## src/rtl/crc_frame_sched_if.sv

```systemverilog
// Bundle of the two framer byte streams, the FCS result port and the engine I/O bus.
// master = scheduler side, slave = framers plus engine side.
interface crc_frame_sched_if;
    logic        ch0_valid;
    logic [7:0]  ch0_data;
    logic        ch0_last;
    logic        ch0_mode;
    logic        ch0_ready;
    logic        ch1_valid;
    logic [7:0]  ch1_data;
    logic        ch1_last;
    logic        ch1_mode;
    logic        ch1_ready;
    logic        fcs_valid;
    logic        fcs_ch;
    logic [31:0] fcs;
    logic        busy;
    logic        iocs;
    logic [2:0]  ioaddr;
    logic        iowr;
    logic        iord;
    logic [15:0] iodout;
    logic [15:0] iodin;

    modport master (
        input  ch0_valid, ch0_data, ch0_last, ch0_mode,
        input  ch1_valid, ch1_data, ch1_last, ch1_mode,
        input  iodin,
        output ch0_ready, ch1_ready, fcs_valid, fcs_ch, fcs, busy,
        output iocs, ioaddr, iowr, iord, iodout
    );

    modport slave (
        output ch0_valid, ch0_data, ch0_last, ch0_mode,
        output ch1_valid, ch1_data, ch1_last, ch1_mode,
        output iodin,
        input  ch0_ready, ch1_ready, fcs_valid, fcs_ch, fcs, busy,
        input  iocs, ioaddr, iowr, iord, iodout
    );
endinterface

```

## src/rtl/crc_frame_sched.sv

```systemverilog
// Grants one shared CRC-16/CRC-32 engine to one of two framers per frame and sequences its I/O bus.
// One byte per BYTE_GAP+2 cycles at best; the waiting channel sees ready=0 until the owning frame's DONE.
module crc_frame_sched #(
    parameter int BYTE_GAP = 4,
    parameter int INIT_GAP = 2,
    parameter int RD_LAT   = 1
) (
    input  logic               clk,
    input  logic               rst,
    crc_frame_sched_if.master  bus
);
    typedef enum logic [3:0] {
        S_IDLE, S_INIT, S_IGAP, S_DATA, S_WR, S_BGAP,
        S_RD_LO, S_RLW, S_RD_HI, S_RHW, S_DONE
    } state_t;

    state_t      state, state_nxt;
    logic [7:0]  cnt, cnt_nxt;
    logic        owner, owner_nxt;
    logic        mode, mode_nxt;
    logic        last_q, last_nxt;
    logic        last_grant, last_grant_nxt;
    logic [15:0] acc_lo, acc_lo_nxt;
    logic [31:0] fcs_q, fcs_nxt;
    logic        fcs_ch_q, fcs_ch_nxt;
    logic        fcs_valid_q, fcs_valid_nxt;
    logic        iocs_q, iocs_nxt, iowr_q, iowr_nxt, iord_q, iord_nxt;
    logic [2:0]  ioaddr_q, ioaddr_nxt;
    logic [15:0] iodout_q, iodout_nxt;
    logic        sel_valid, sel_last;
    logic [7:0]  sel_data;

    assign sel_valid = owner ? bus.ch1_valid : bus.ch0_valid;
    assign sel_data  = owner ? bus.ch1_data  : bus.ch0_data;
    assign sel_last  = owner ? bus.ch1_last  : bus.ch0_last;

    assign bus.ch0_ready = (state == S_DATA) && !owner;
    assign bus.ch1_ready = (state == S_DATA) &&  owner;
    assign bus.busy      = (state != S_IDLE);
    assign bus.fcs_valid = fcs_valid_q;
    assign bus.fcs_ch    = fcs_ch_q;
    assign bus.fcs       = fcs_q;
    assign bus.iocs      = iocs_q;
    assign bus.ioaddr    = ioaddr_q;
    assign bus.iowr      = iowr_q;
    assign bus.iord      = iord_q;
    assign bus.iodout    = iodout_q;

    always_comb begin
        state_nxt      = state;
        cnt_nxt        = cnt;
        owner_nxt      = owner;
        mode_nxt       = mode;
        last_nxt       = last_q;
        last_grant_nxt = last_grant;
        acc_lo_nxt     = acc_lo;
        fcs_nxt        = fcs_q;
        fcs_ch_nxt     = fcs_ch_q;

        unique case (state)
            S_IDLE: begin
                // On a tie the channel that did not win last time is served.
                if (bus.ch0_valid && (!bus.ch1_valid || last_grant)) begin
                    owner_nxt = 1'b0; mode_nxt = bus.ch0_mode;
                    last_grant_nxt = 1'b0; state_nxt = S_INIT;
                end else if (bus.ch1_valid) begin
                    owner_nxt = 1'b1; mode_nxt = bus.ch1_mode;
                    last_grant_nxt = 1'b1; state_nxt = S_INIT;
                end
            end
            S_INIT: begin cnt_nxt = '0; state_nxt = S_IGAP; end
            S_IGAP: begin
                if (cnt == 8'(INIT_GAP - 1)) state_nxt = S_DATA;
                else cnt_nxt = cnt + 8'd1;
            end
            S_DATA: begin
                if (sel_valid) begin last_nxt = sel_last; state_nxt = S_WR; end
            end
            S_WR: begin cnt_nxt = '0; state_nxt = S_BGAP; end
            S_BGAP: begin
                if (cnt == 8'(BYTE_GAP - 1)) state_nxt = last_q ? S_RD_LO : S_DATA;
                else cnt_nxt = cnt + 8'd1;
            end
            S_RD_LO: begin cnt_nxt = '0; state_nxt = S_RLW; end
            S_RLW: begin
                if (cnt == 8'(RD_LAT - 1)) begin
                    if (mode) begin
                        acc_lo_nxt = bus.iodin;
                        state_nxt  = S_RD_HI;
                    end else begin
                        fcs_nxt    = {16'h0000, bus.iodin};
                        fcs_ch_nxt = owner;
                        state_nxt  = S_DONE;
                    end
                end else cnt_nxt = cnt + 8'd1;
            end
            S_RD_HI: begin cnt_nxt = '0; state_nxt = S_RHW; end
            S_RHW: begin
                if (cnt == 8'(RD_LAT - 1)) begin
                    fcs_nxt    = {bus.iodin, acc_lo};
                    fcs_ch_nxt = owner;
                    state_nxt  = S_DONE;
                end else cnt_nxt = cnt + 8'd1;
            end
            S_DONE:  state_nxt = S_IDLE;
            default: state_nxt = S_IDLE;
        endcase

        // Bus strobes are registered from the state being entered, so they last one cycle.
        iocs_nxt      = 1'b0;
        iowr_nxt      = 1'b0;
        iord_nxt      = 1'b0;
        ioaddr_nxt    = 3'd0;
        iodout_nxt    = 16'h0000;
        fcs_valid_nxt = 1'b0;
        case (state_nxt)
            S_INIT:  begin iocs_nxt = 1'b1; iowr_nxt = 1'b1; ioaddr_nxt = 3'd3; iodout_nxt = {15'h0000, mode_nxt}; end
            S_WR:    begin iocs_nxt = 1'b1; iowr_nxt = 1'b1; iodout_nxt = {8'h00, sel_data}; end
            S_RD_LO: begin iocs_nxt = 1'b1; iord_nxt = 1'b1; end
            S_RD_HI: begin iocs_nxt = 1'b1; iord_nxt = 1'b1; ioaddr_nxt = 3'd1; end
            S_DONE:  fcs_valid_nxt = 1'b1;
            default: ;
        endcase
    end

    always_ff @(posedge clk) begin
        if (rst) begin
            state       <= S_IDLE;
            cnt         <= '0;
            owner       <= 1'b0;
            mode        <= 1'b0;
            last_q      <= 1'b0;
            last_grant  <= 1'b1;
            acc_lo      <= '0;
            fcs_q       <= '0;
            fcs_ch_q    <= 1'b0;
            fcs_valid_q <= 1'b0;
            iocs_q      <= 1'b0;
            iowr_q      <= 1'b0;
            iord_q      <= 1'b0;
            ioaddr_q    <= '0;
            iodout_q    <= '0;
        end else begin
            state       <= state_nxt;
            cnt         <= cnt_nxt;
            owner       <= owner_nxt;
            mode        <= mode_nxt;
            last_q      <= last_nxt;
            last_grant  <= last_grant_nxt;
            acc_lo      <= acc_lo_nxt;
            fcs_q       <= fcs_nxt;
            fcs_ch_q    <= fcs_ch_nxt;
            fcs_valid_q <= fcs_valid_nxt;
            iocs_q      <= iocs_nxt;
            iowr_q      <= iowr_nxt;
            iord_q      <= iord_nxt;
            ioaddr_q    <= ioaddr_nxt;
            iodout_q    <= iodout_nxt;
        end
    end
endmodule
```

## src/flat_wrapper.sv

```systemverilog
// flat-port wrapper written by rule: the top's interface ports become plain ports
module crc_frame_sched_flat 
#(
    parameter int BYTE_GAP = 4,
    parameter int INIT_GAP = 2,
    parameter int RD_LAT   = 1
)
  (clk, rst, bus_ch0_valid, bus_ch0_data, bus_ch0_last, bus_ch0_mode, bus_ch1_valid, bus_ch1_data, bus_ch1_last, bus_ch1_mode, bus_iodin, bus_ch0_ready, bus_ch1_ready, bus_fcs_valid, bus_fcs_ch, bus_fcs, bus_busy, bus_iocs, bus_ioaddr, bus_iowr, bus_iord, bus_iodout);
  crc_frame_sched_if bus_i ();
  input  logic clk;
  input  logic rst;
  input wire logic [$bits(bus_i.ch0_valid)-1:0] bus_ch0_valid;
  input wire logic [$bits(bus_i.ch0_data)-1:0] bus_ch0_data;
  input wire logic [$bits(bus_i.ch0_last)-1:0] bus_ch0_last;
  input wire logic [$bits(bus_i.ch0_mode)-1:0] bus_ch0_mode;
  input wire logic [$bits(bus_i.ch1_valid)-1:0] bus_ch1_valid;
  input wire logic [$bits(bus_i.ch1_data)-1:0] bus_ch1_data;
  input wire logic [$bits(bus_i.ch1_last)-1:0] bus_ch1_last;
  input wire logic [$bits(bus_i.ch1_mode)-1:0] bus_ch1_mode;
  input wire logic [$bits(bus_i.iodin)-1:0] bus_iodin;
  output wire logic [$bits(bus_i.ch0_ready)-1:0] bus_ch0_ready;
  output wire logic [$bits(bus_i.ch1_ready)-1:0] bus_ch1_ready;
  output wire logic [$bits(bus_i.fcs_valid)-1:0] bus_fcs_valid;
  output wire logic [$bits(bus_i.fcs_ch)-1:0] bus_fcs_ch;
  output wire logic [$bits(bus_i.fcs)-1:0] bus_fcs;
  output wire logic [$bits(bus_i.busy)-1:0] bus_busy;
  output wire logic [$bits(bus_i.iocs)-1:0] bus_iocs;
  output wire logic [$bits(bus_i.ioaddr)-1:0] bus_ioaddr;
  output wire logic [$bits(bus_i.iowr)-1:0] bus_iowr;
  output wire logic [$bits(bus_i.iord)-1:0] bus_iord;
  output wire logic [$bits(bus_i.iodout)-1:0] bus_iodout;
  assign bus_i.ch0_valid = bus_ch0_valid;
  assign bus_i.ch0_data = bus_ch0_data;
  assign bus_i.ch0_last = bus_ch0_last;
  assign bus_i.ch0_mode = bus_ch0_mode;
  assign bus_i.ch1_valid = bus_ch1_valid;
  assign bus_i.ch1_data = bus_ch1_data;
  assign bus_i.ch1_last = bus_ch1_last;
  assign bus_i.ch1_mode = bus_ch1_mode;
  assign bus_i.iodin = bus_iodin;
  assign bus_ch0_ready = bus_i.ch0_ready;
  assign bus_ch1_ready = bus_i.ch1_ready;
  assign bus_fcs_valid = bus_i.fcs_valid;
  assign bus_fcs_ch = bus_i.fcs_ch;
  assign bus_fcs = bus_i.fcs;
  assign bus_busy = bus_i.busy;
  assign bus_iocs = bus_i.iocs;
  assign bus_ioaddr = bus_i.ioaddr;
  assign bus_iowr = bus_i.iowr;
  assign bus_iord = bus_i.iord;
  assign bus_iodout = bus_i.iodout;
  crc_frame_sched #(.BYTE_GAP(BYTE_GAP), .INIT_GAP(INIT_GAP), .RD_LAT(RD_LAT)) u_core (.clk(clk), .rst(rst), .bus(bus_i));
endmodule
```

## config.mk

```make
export PLATFORM = sky130hd
export DESIGN_NAME = crc_frame_sched_flat
export DESIGN_NICKNAME = d
export VERILOG_FILES = /design/src/rtl/crc_frame_sched_if.sv /design/src/rtl/crc_frame_sched.sv /design/src/flat_wrapper.sv
export SDC_FILE = /design/constraint.sdc
export NUM_CORES = 1
export LEC_CHECK = 0
export BUFFER_PORTS_ARGS = -buffer_cell sky130_fd_sc_hd__buf_2
export CORE_ASPECT_RATIO = 2
export CORE_UTILIZATION = 35
export DETAILED_ROUTE_END_ITERATION = 12
export SLEW_MARGIN = 20
export SYNTH_ARGS = -nofsm -noshare
export SYNTH_HDL_FRONTEND = slang
export SYNTH_SLANG_ARGS = --single-unit
```

## constraint.sdc

```tcl
create_clock -name clk -period 3.2 [get_ports clk]
set_input_delay 0.64 -clock clk [delete_from_list [all_inputs] [get_ports clk]]
set_output_delay 0.64 -clock clk [all_outputs]
set_load 0.02 [all_outputs]
```

; After elaboration in Yosys (flattened, before gate mapping)
; Index checks and enable logic that the tools add are counted.
[totals]
elab_cells = 96
in_bits = 40
regBits = 88
output_inout_bits = 59
[classes]
mux = 36
n_addsub = 1
eq_ne = 22
reduce_logical = 22
[ops]
columns = cell, count
row1 = 32-bit two-way mux, 3
row2 = 32-bit case mux with 2 select lines, 1
row3 = 4-bit case mux with 10 select lines, 1
row4 = 8-bit two-way mux, 4
row5 = 8-bit case mux with 4 select lines, 1
row6 = 4-bit two-way mux, 7
row7 = "4-bit by 3-bit == test with 1-bit output, second input constant", 6
row8 = "4-bit == test, second input constant", 4
row9 = 8-bit case mux with 2 select lines, 1
row10 = 1-bit two-way mux, 14
row11 = "8-bit by 1-bit adder with 8-bit output, second input constant", 1
row12 = "4-bit by 1-bit == test with 1-bit output, second input constant", 2
row13 = "4-bit by 2-bit == test with 1-bit output, second input constant", 2
row14 = "8-bit by 1-bit == test with 1-bit output, second input constant", 1
row15 = "8-bit by 2-bit == test with 1-bit output, second input constant", 1
row16 = 8-bit zero test, 1
row17 = "2-bit inequality test, second input constant", 4
row18 = 4-bit AND reduction, 2
row19 = 4-bit nonzero test, 2
row20 = 4-bit OR reduction, 2
row21 = 2-bit OR reduction, 3
row22 = 4-bit zero test, 1
row23 = "2-bit by 1-bit inequality test with 1-bit output, second input constant", 2
row24 = 2-bit case mux with 2 select lines, 1
row25 = other kinds (9), 14

; Longest topological paths before layout
; Gate-level depths: netlist (run 1).
[logic_depth]
depth_word = 8
depth_mapped = 10
ltp_nobuf = 7

; Least setup slack after synthesis (run 1)
; No wires, ideal clock.
[synth_timing]
kind = register -> register
startpoint = reg u_core.cnt[0]
endpoint = reg u_core.ioaddr_q[0] (netlist: u_core.bus.ioaddr[0])
stages_incl_launch_ff = 9
path_slack_ps = 1303
period_less_slack_ps = 1897
setup_time_ps = 66
arrival_time_ps = 1831
required_time_ps = 3134
cell_sequence = dfxtp_1 inv_1 ha_1 nor3b_1 and2_1 buf_6 nor2_1 or4_4 a21oi_2
[synth_via]
elab_chain_len = 5
word_cells_on_any_way = 11
cone_classes = eq/ne (4) / mux (6) / reduce/logical (1)
[synth_rtl]
columns = element, line
row1 = "start, declared", crc_frame_sched.sv:18  ; logic [7:0] cnt, cnt_nxt;
row2 = "start signal, assigned", crc_frame_sched.sv:145  ; cnt <= cnt_nxt;
row3 = 8-bit by 2-bit == test with 1-bit output (tied with other cells), crc_frame_sched.sv:81  ; if (cnt == 8'(BYTE_GAP - 1)) state_nxt = last_q ? S_RD_LO : S_DATA;
row4 = "4-bit two-way mux, on equally long branches", n/a
row5 = 4-bit case mux with 10 select lines *, crc_frame_sched.sv:60  ; unique case (state)
row6 = 4-bit == test or 4-bit by 1-bit == test with 1-bit output (tied branches), crc_frame_sched.sv:116  ; case (state_nxt)
row7 = 2-bit case mux with 2 select lines *, crc_frame_sched.sv:116
row8 = "end signal, assigned", crc_frame_sched.sv:157  ; ioaddr_q <= ioaddr_nxt;
row9 = "end, declared", crc_frame_sched.sv:28  ; logic [2:0] ioaddr_q, ioaddr_nxt;
; Mark *: on every way between the ends. The rest lies on a longest branch, timed or not.
; A chain may end at the register's enable or synchronous reset.

; Worst setup path after layout (run 1)
[layout_timing]
startpoint = reg u_core.state[3]
endpoint = reg u_core.fcs_q[13] (netlist: u_core.bus.fcs[13])
[layout_via]
elab_chain_len = 3
word_cells_on_any_way = 8
cone_classes = eq/ne (5) / mux (1) / reduce/logical (2)
[layout_rtl]
columns = element, line
row1 = "start, declared", crc_frame_sched.sv:17  ; state_t state, state_nxt;
row2 = "start signal, assigned", crc_frame_sched.sv:144  ; state <= state_nxt;
row3 = 4-bit == test or 4-bit by 3-bit == test with 1-bit output (tied branches), crc_frame_sched.sv:60
row4 = 2-bit by 1-bit inequality test with 1-bit output (no source line) (tied with other cells), n/a
row5 = 4-bit AND reduction (no source line), n/a
row6 = "end signal, assigned", crc_frame_sched.sv:151  ; fcs_q <= fcs_nxt;
row7 = "end, declared", crc_frame_sched.sv:24  ; logic [31:0] fcs_q, fcs_nxt;
; Parallel ways exist; a longest one is shown, timed or not.

==> flow_summary.toml, run 1 <==
[finish]
syn2layout_area_growth_pct = 20.72
antenna_cells_inserted = 0
layout_commonest_cell = "sky130_fd_sc_hd__buf_2"
post_route_cells_drive_above_1_share_pct = 24.80
most_used_cells_in_the_layout_excluding_fill_and_tap_cells = "sky130_fd_sc_hd__buf_2, sky130_fd_sc_hd__dfxtp_1, sky130_fd_sc_hd__nand2_1"
nets = 546

[clocking]
clkSinkCount = 79
tritoncts.num_buffers = 9
clk_transition_reported_paths_ns = 0.06
clock-root-buffer = "sky130_fd_sc_hd__clkbuf_16"
cts-root-to-sink-buffers = 2
holdBufCountCts = 0
cts_tree = "built"
clkLatencyLatePin_ns = 0.33
cts_repair_resize_count = 0
htree_levels = 3
cts_setup_buffers = 0

[worst_setup_path]
critical_path_buf_inv_count = 1
cp_max_fo = 49
sequence_of_cells_on_the_critical_path = "nor3b_1, o211a_2, buf_4, nor2_1, a211oi_1"
worst-r2r-cell-count = 5
critical_path.endpoint_type = "flip-flop"
timing.critical_path.from_type = "flip-flop"
critical-path-max-stage-delay_ns = 0.71
worst_setup_path_startpoint = "u_core.state[3]"
critPathKind = "flip-flop to flip-flop"
timing.critical_path.slowest_stage_cell = "sky130_fd_sc_hd__dfxtp_1"
critPathTopFamily = "simple AND/OR/NAND/NOR gates"
cp_num_cells = 5
required_time_of_the_critical_path_ns = 3.44
crit_reg_reg_startpoint = "u_core.state[3]"
timing.critical_path.arrival_ns = 2.74

[hold_path]
min_path_type = "flip-flop to flip-flop"
holdCritStartpoint = "u_core.bus.fcs[21]"
worst_hold_path.num_cells = 2

[placement]
detailedPlacementHpwl_um = 6910
final_weighted_congestion_of_routability_driven_global_placement = 0.8386
dp_slack_ns = 0.7621
port-buffer-count = 89

[sta]
period_minus_slack_ns = 2.504
max_clk_rate_mhz = 399.3
fin_setup_tns_ns = 0
fin_ws_ns = 0.6957
grt_setup_unrepaired = "false"
worstMarginPinSlew_ns = 0.7307
timing.max_slew.rel_slack_pct = 51.18
clock_skew_ns = 0.005612
final_hold_vio_count = 0
fin_crit_sh_pct = 78.26
timing.final.max_slew_violations = 0
finalSetupViolCount = 0

[synth]
yosys.area.top_type_share_pct = 43.08
synth_simple_gate_area_share_pct = 23.18
syn_avg_cell_area_um2 = 8.577
synthTopCellsByArea = "sky130_fd_sc_hd__dfxtp_1, sky130_fd_sc_hd__mux2i_1, sky130_fd_sc_hd__a21oi_1"
syn_inst = 428
netlist_area_um2 = 3671
postSynthRegisterBits = 79
post_synth_xor_area_fraction_pct = 0.4772
postSynth.asyncResetShare_pct = 0
synth_enable_flop_cells = 0
synth.yosys.warnings = 0
ys_types = 61
synth_compound_area_share_pct = 17.79
seq_area_frac_synth_pct = 43.08
synthMuxAreaShare_pct = 7.430
yosys_most_used_dff = "sky130_fd_sc_hd__dfxtp_1"
synthDominantAreaCellType = "sky130_fd_sc_hd__dfxtp_1"
synth_top_family_by_area = "simple AND/OR/NAND/NOR gates"
synth_fa_ha_area_share_pct = 1.022

[detailed_routing]
via_count = 3325
detailedRoute.firstIterationViolations = 149
drtAntennaViolNets = 0
drc_errors = 0
detail_route.wirelength_um = 9556
routed_wire_length_per_instance_um = 14.86
drt_first_pass_iters = 4
vias_per_cell = 5.171

[grt]
grt_pass1_wl_um = 14950
gr-usage-all-layers_pct = 17.94
first_global_vias = 3111
grt_antenna_before_repair = 0
globalRouteOverflowTotal = 0
grt_start_max_net_pins = 50

[flow_run]
max_cap_viol_count = 0

[floorplan]
die_boundary_width_um = 74.42
start_util_pct = 36.17
die_y_um = 146.8
rows = 52
die_area_um2 = 10930
core_region_area_um2 = 10150
design.portCount = 99

[power_and_ir_drop]
switching_share_pct = 27.90
share_comb_of_total_power_pct = 14.3
pwr-share-seq_pct = 45.2
clock_power_share_pct = 40.5
cellInternalPower_mw = 1.684
vdd.ir_drop.worst_v = 0.0002891
cellPowerDensity_nw_per_um2 = 527.0
p_sw_uw = 651.7
power.leakage_nw = 1.714

[status]
outcome = "complete, no violations"
[synth_stat cells, types with 4 or more instances]
| cell | number |
|---|---|
| sky130_fd_sc_hd__nand2b_1 | 6 |
| sky130_fd_sc_hd__mux2i_1 | 25 |
| sky130_fd_sc_hd__nor3_2 | 6 |
| sky130_fd_sc_hd__and2_1 | 4 |
| sky130_fd_sc_hd__buf_2 | 13 |
| sky130_fd_sc_hd__nand2_1 | 62 |
| sky130_fd_sc_hd__nand3_1 | 22 |
| sky130_fd_sc_hd__clkbuf_1 | 11 |
| sky130_fd_sc_hd__nor2_1 | 28 |
| sky130_fd_sc_hd__nor2b_1 | 5 |
| sky130_fd_sc_hd__buf_4 | 11 |
| sky130_fd_sc_hd__a21oi_1 | 47 |
| sky130_fd_sc_hd__o21ai_0 | 10 |
| sky130_fd_sc_hd__a211oi_1 | 17 |
| sky130_fd_sc_hd__dfxtp_1 | 79 |
| sky130_fd_sc_hd__or3_1 | 5 |
| sky130_fd_sc_hd__o211ai_1 | 6 |
| sky130_fd_sc_hd__inv_1 | 9 |
[registers in the layout (all words and copies together) (netlist names)]
| register | flops |
|---|---|
| u_core.state | 4 |
| u_core.bus.ioaddr | 2 |
| u_core.bus.iord | 1 |
| u_core.bus.fcs | 32 |
| u_core.mode | 1 |
| u_core.bus.fcs_valid | 1 |
| u_core.last_grant | 1 |
| u_core.bus.fcs_ch | 1 |
| u_core.owner | 1 |
| u_core.bus.iowr | 1 |
| u_core.acc_lo | 16 |
| u_core.last_q | 1 |
| u_core.cnt | 8 |
| u_core.bus.iocs | 1 |
| u_core.bus.iodout | 8 |
[power by group through the flow]
stage / clock network [mW] / logic (mW) / registers, mW
2_1_floorplan: 0 / 0.255 / 1.07
3_3_place_gp: 0 / 0.328 / 1.07
3_5_place_dp: 0 / 0.333 / 1.08
4_1_cts: 0.969 / 0.336 / 1.05
5_1_grt: 1.02 / 0.370 / 1.06
6_report: 0.945 / 0.335 / 1.06
[layout make-up]
class                      count  area [um2]
clock buffer                  11       242.7
clock inverter                 5       33.78
fill                        1042        5718
inverter                       9       33.78
multi-input combinational    309        1881
sequential                    79        1582
tap                          135       168.9
timing repair buffer          95       490.5
[stage by stage]
stage               utilization [%]  area, um2  cells  power (mW)  hold WS, ns
CTS                           43.66       4432    643       2.359       0.4515
finish                        43.66       4432    643       2.336       0.4480
global route                  43.66       4432    643       2.446       0.4645
global placement              40.94       4155    627       1.402       0.4342
detailed placement            40.94       4155    627       1.409       0.4439
floorplan                         -       3701    436       1.321       0.4315
[cells by family (layout without fill, tap and decap cells)]
family | count (synthesis) | count (layout)
buffers and inverters | 48 | 120
XOR/XNOR | 2 | 2
AND/OR/NAND/NOR | 164 | 164
other | 1 | 9
flip-flops | 79 | 79
adder cells (fa/ha/maj) | 3 | 3
AO/OA/AOI/OAI | 104 | 104
multiplexers | 27 | 27
[worst min-delay path, cell delays in order (launching register included)]
cell	delay [ns]
sky130_fd_sc_hd__dfxtp_1	0.31
sky130_fd_sc_hd__nand2_1	0.05
sky130_fd_sc_hd__a21oi_1	0.05
[path summary, 6_finish.rpt]
check,end,slack [ns]
setup reg to reg,u_core.bus.fcs[13],0.70
setup / recovery,u_core.bus.fcs[13],0.70
hold reg to reg,u_core.bus.fcs[21],0.45
hold / removal,u_core.bus.fcs[21],0.45
[layer usage]
metal / part of all wire, % / vias up / wire (um) / GRT usage [%]
li1: - / 1651 / - / -
met5: 0 / - / 0 / 0
met3: 3.0 / 36 / 285 / 3.018
met2: 53 / 92 / 5096 / 32.21
met1: 38 / 1546 / 3623 / 17.96
met4: 5.8 / 0 / 551 / 11.89
No activity file was read; power rests on OpenSTA's default activity.
==> run 2: changes to the inputs <==
==> constraint.sdc (replaced) <==
create_clock -name clk -period 2.1 [get_ports clk]
set_input_delay 0.42 -clock clk [delete_from_list [all_inputs] [get_ports clk]]
set_output_delay 0.42 -clock clk [all_outputs]
set_load 0.02 [all_outputs]
==> run 2 against run 1 <==
- clock power grew 85%
- sequential cell count unchanged
- cell area grew 6.1%
- combinational power increased by 81%
- cell count rose by 3.0%
- fmax grew 26%
- total power grew 69%
- global-route usage up 0.43 points
- critical path depth up 3
- utilization rose by 2.7 points
- largest power group is now clock
==> flow_summary.toml, run 2 (synthesis results as in run 1) <==
[status]
outcome = "complete, no violations"

[power_and_ir_drop]
cellInternalPower_mw = 2.960
clock_power_share_pct = 44.3
power.leakage_nw = 1.863
switching_share_pct = 25.20
vdd.ir_drop.worst_v = 0.0004414
pwr-share-seq_pct = 40.4
p_sw_uw = 997.3
share_comb_of_total_power_pct = 15.3
cellPowerDensity_nw_per_um2 = 841.4

[grt]
globalRouteOverflowTotal = 0
first_global_vias = 3195
grt_start_max_net_pins = 51
gr-usage-all-layers_pct = 18.36
grt_antenna_before_repair = 0
grt_pass1_wl_um = 15310

[clocking]
cts_tree = "built"
clkLatencyLatePin_ns = 0.33
clk_transition_reported_paths_ns = 0.06
tritoncts.num_buffers = 9
holdBufCountCts = 0
clkSinkCount = 79
htree_levels = 3
clock-root-buffer = "sky130_fd_sc_hd__clkbuf_16"
cts-root-to-sink-buffers = 2

[placement]
port-buffer-count = 89
detailedPlacementHpwl_um = 7256
numPlacedInstances = 646
post_dp_cell_area_um2 = 4348
final_weighted_congestion_of_routability_driven_global_placement = 0.8855

[detailed_routing]
via_count = 3427
detail_route.wirelength_um = 9838
vias_per_cell = 5.177
routed_wire_length_per_instance_um = 14.86
drt_first_pass_iters = 7
detailedRoute.firstIterationViolations = 146
drtAntennaViolNets = 0
drc_errors = 0

[floorplan]
core_region_area_um2 = 10150
die_y_um = 146.8
rows = 52
die_boundary_width_um = 74.42
die_area_um2 = 10930
start_util_pct = 36.17
design.portCount = 99

[hold_path]
min_path_type = "input pin to flip-flop"
holdCritStartpoint = "bus_iodin[5]"

[finish]
layout_commonest_cell = "sky130_fd_sc_hd__buf_2"
syn2layout_area_growth_pct = 28.12
largest_register_ffs = 32
post_route_cells_drive_above_1_share_pct = 28.84
postLayoutCellArea_um2 = 4703
antenna_cells_inserted = 0
layout.cells.non_filler = 662
most_used_cells_in_the_layout_excluding_fill_and_tap_cells = "sky130_fd_sc_hd__buf_2, sky130_fd_sc_hd__dfxtp_1, sky130_fd_sc_hd__nand2_1"
nets = 565

[worst_setup_path]
critical_path.endpoint_type = "flip-flop"
critPathKind = "flip-flop to flip-flop"
crit_reg_reg_startpoint = "u_core.cnt[0]"
timing.critical_path.arrival_ns = 2.22
required_time_of_the_critical_path_ns = 2.34
cp_max_fo = 49
timing.critical_path.from_type = "flip-flop"
worst_setup_path_startpoint = "u_core.cnt[0]"

[sta]
finalSetupViolCount = 0
worstMarginPinSlew_ns = 0.5244
fin_crit_sh_pct = 94.30
grt_setup_unrepaired = "true"
period_minus_slack_ns = 1.980
timing.max_slew.rel_slack_pct = 65.04
timing.final.max_slew_violations = 0
max_clk_rate_mhz = 505.0
final_hold_vio_count = 0
clock_skew_ns = 0.008158

[flow_run]
max_cap_viol_count = 0
## run 2: cell count changes in the layout (fill, tap and decap cells not counted), moves of 2 or more
| cell | delta |
|---|---|
| sky130_fd_sc_hd__buf_12 | +4 |
| sky130_fd_sc_hd__buf_4 | +15 |
| sky130_fd_sc_hd__bufinv_16 | +3 |
| sky130_fd_sc_hd__clkinvlp_4 | -2 |
| sky130_fd_sc_hd__dfxtp_1 | -4 |
| sky130_fd_sc_hd__dfxtp_2 | +4 |
## run 2: per-layer routing
metal  routed length [um]  track usage (%)  up-vias
met5                    0                0        -
met4                  408            11.32        0
met3                  385            3.841       33
met2                 5476            32.88      103
met1                 3568            18.38     1598
li1                     -                -     1693
## run 2: final timing paths
path,to,slack (ns),cells after the start
hold / removal,u_core.acc_lo[5],0.35,3
hold reg to reg,u_core.bus.fcs[19],0.45,2
setup / recovery,u_core.bus.fcs[9],0.12,8
setup reg to reg,u_core.bus.fcs[9],0.12,8
## run 2: layout make-up
type | instances | area, um2
well taps | 135 | 168.9
flip-flops and latches | 79 | 1587
inverters | 9 | 33.78
fillers | 1043 | 5446
repair buffers | 114 | 683.2
clock buffers | 10 | 229.0
multi-input cells | 309 | 1893
clock inverters | 6 | 108.9
## run 2: power groups by stage
stage,combinational (mW),clock [mW],sequential [mW]
finish,0.605,1.75,1.60
global route,0.657,1.88,1.60
CTS,0.602,1.80,1.60
detailed placement,0.596,0,1.63
global placement,0.581,0,1.63
floorplan,0.389,0,1.62
## run 2: per-stage QoR
step                      hold WS [ns]  setup TNS [ns]  setup slack [ns]  utilization (%)  power [mW]
after detailed placement        0.4434               0           0.01713            42.84       2.224
after CTS                       0.3354               0           0.03761            46.26       3.998
after floorplan                 0.4315               0            0.2027                -       2.013
final                           0.3489               0            0.1196            46.34       3.957
after global routing            0.3535         -0.1456          -0.02208            46.34       4.136
after global placement          0.4338               0           0.01770            42.84       2.209
## run 2: worst max-delay path, cell delays in order (launching register included)
cell                       delay [ns]
sky130_fd_sc_hd__dfxtp_1         0.34
sky130_fd_sc_hd__inv_1           0.09
sky130_fd_sc_hd__ha_1            0.17
sky130_fd_sc_hd__nor3b_1         0.26
sky130_fd_sc_hd__and2_2          0.29
sky130_fd_sc_hd__o211a_2         0.23
sky130_fd_sc_hd__buf_12          0.22
sky130_fd_sc_hd__nor2_1          0.06
sky130_fd_sc_hd__a211oi_1        0.21
## run 2: what timing repair did
item,in CTS,in global routing
gates resized for setup,4,4
pin swaps,0,1
setup endpoints to repair,9,49
buffers inserted,0,0
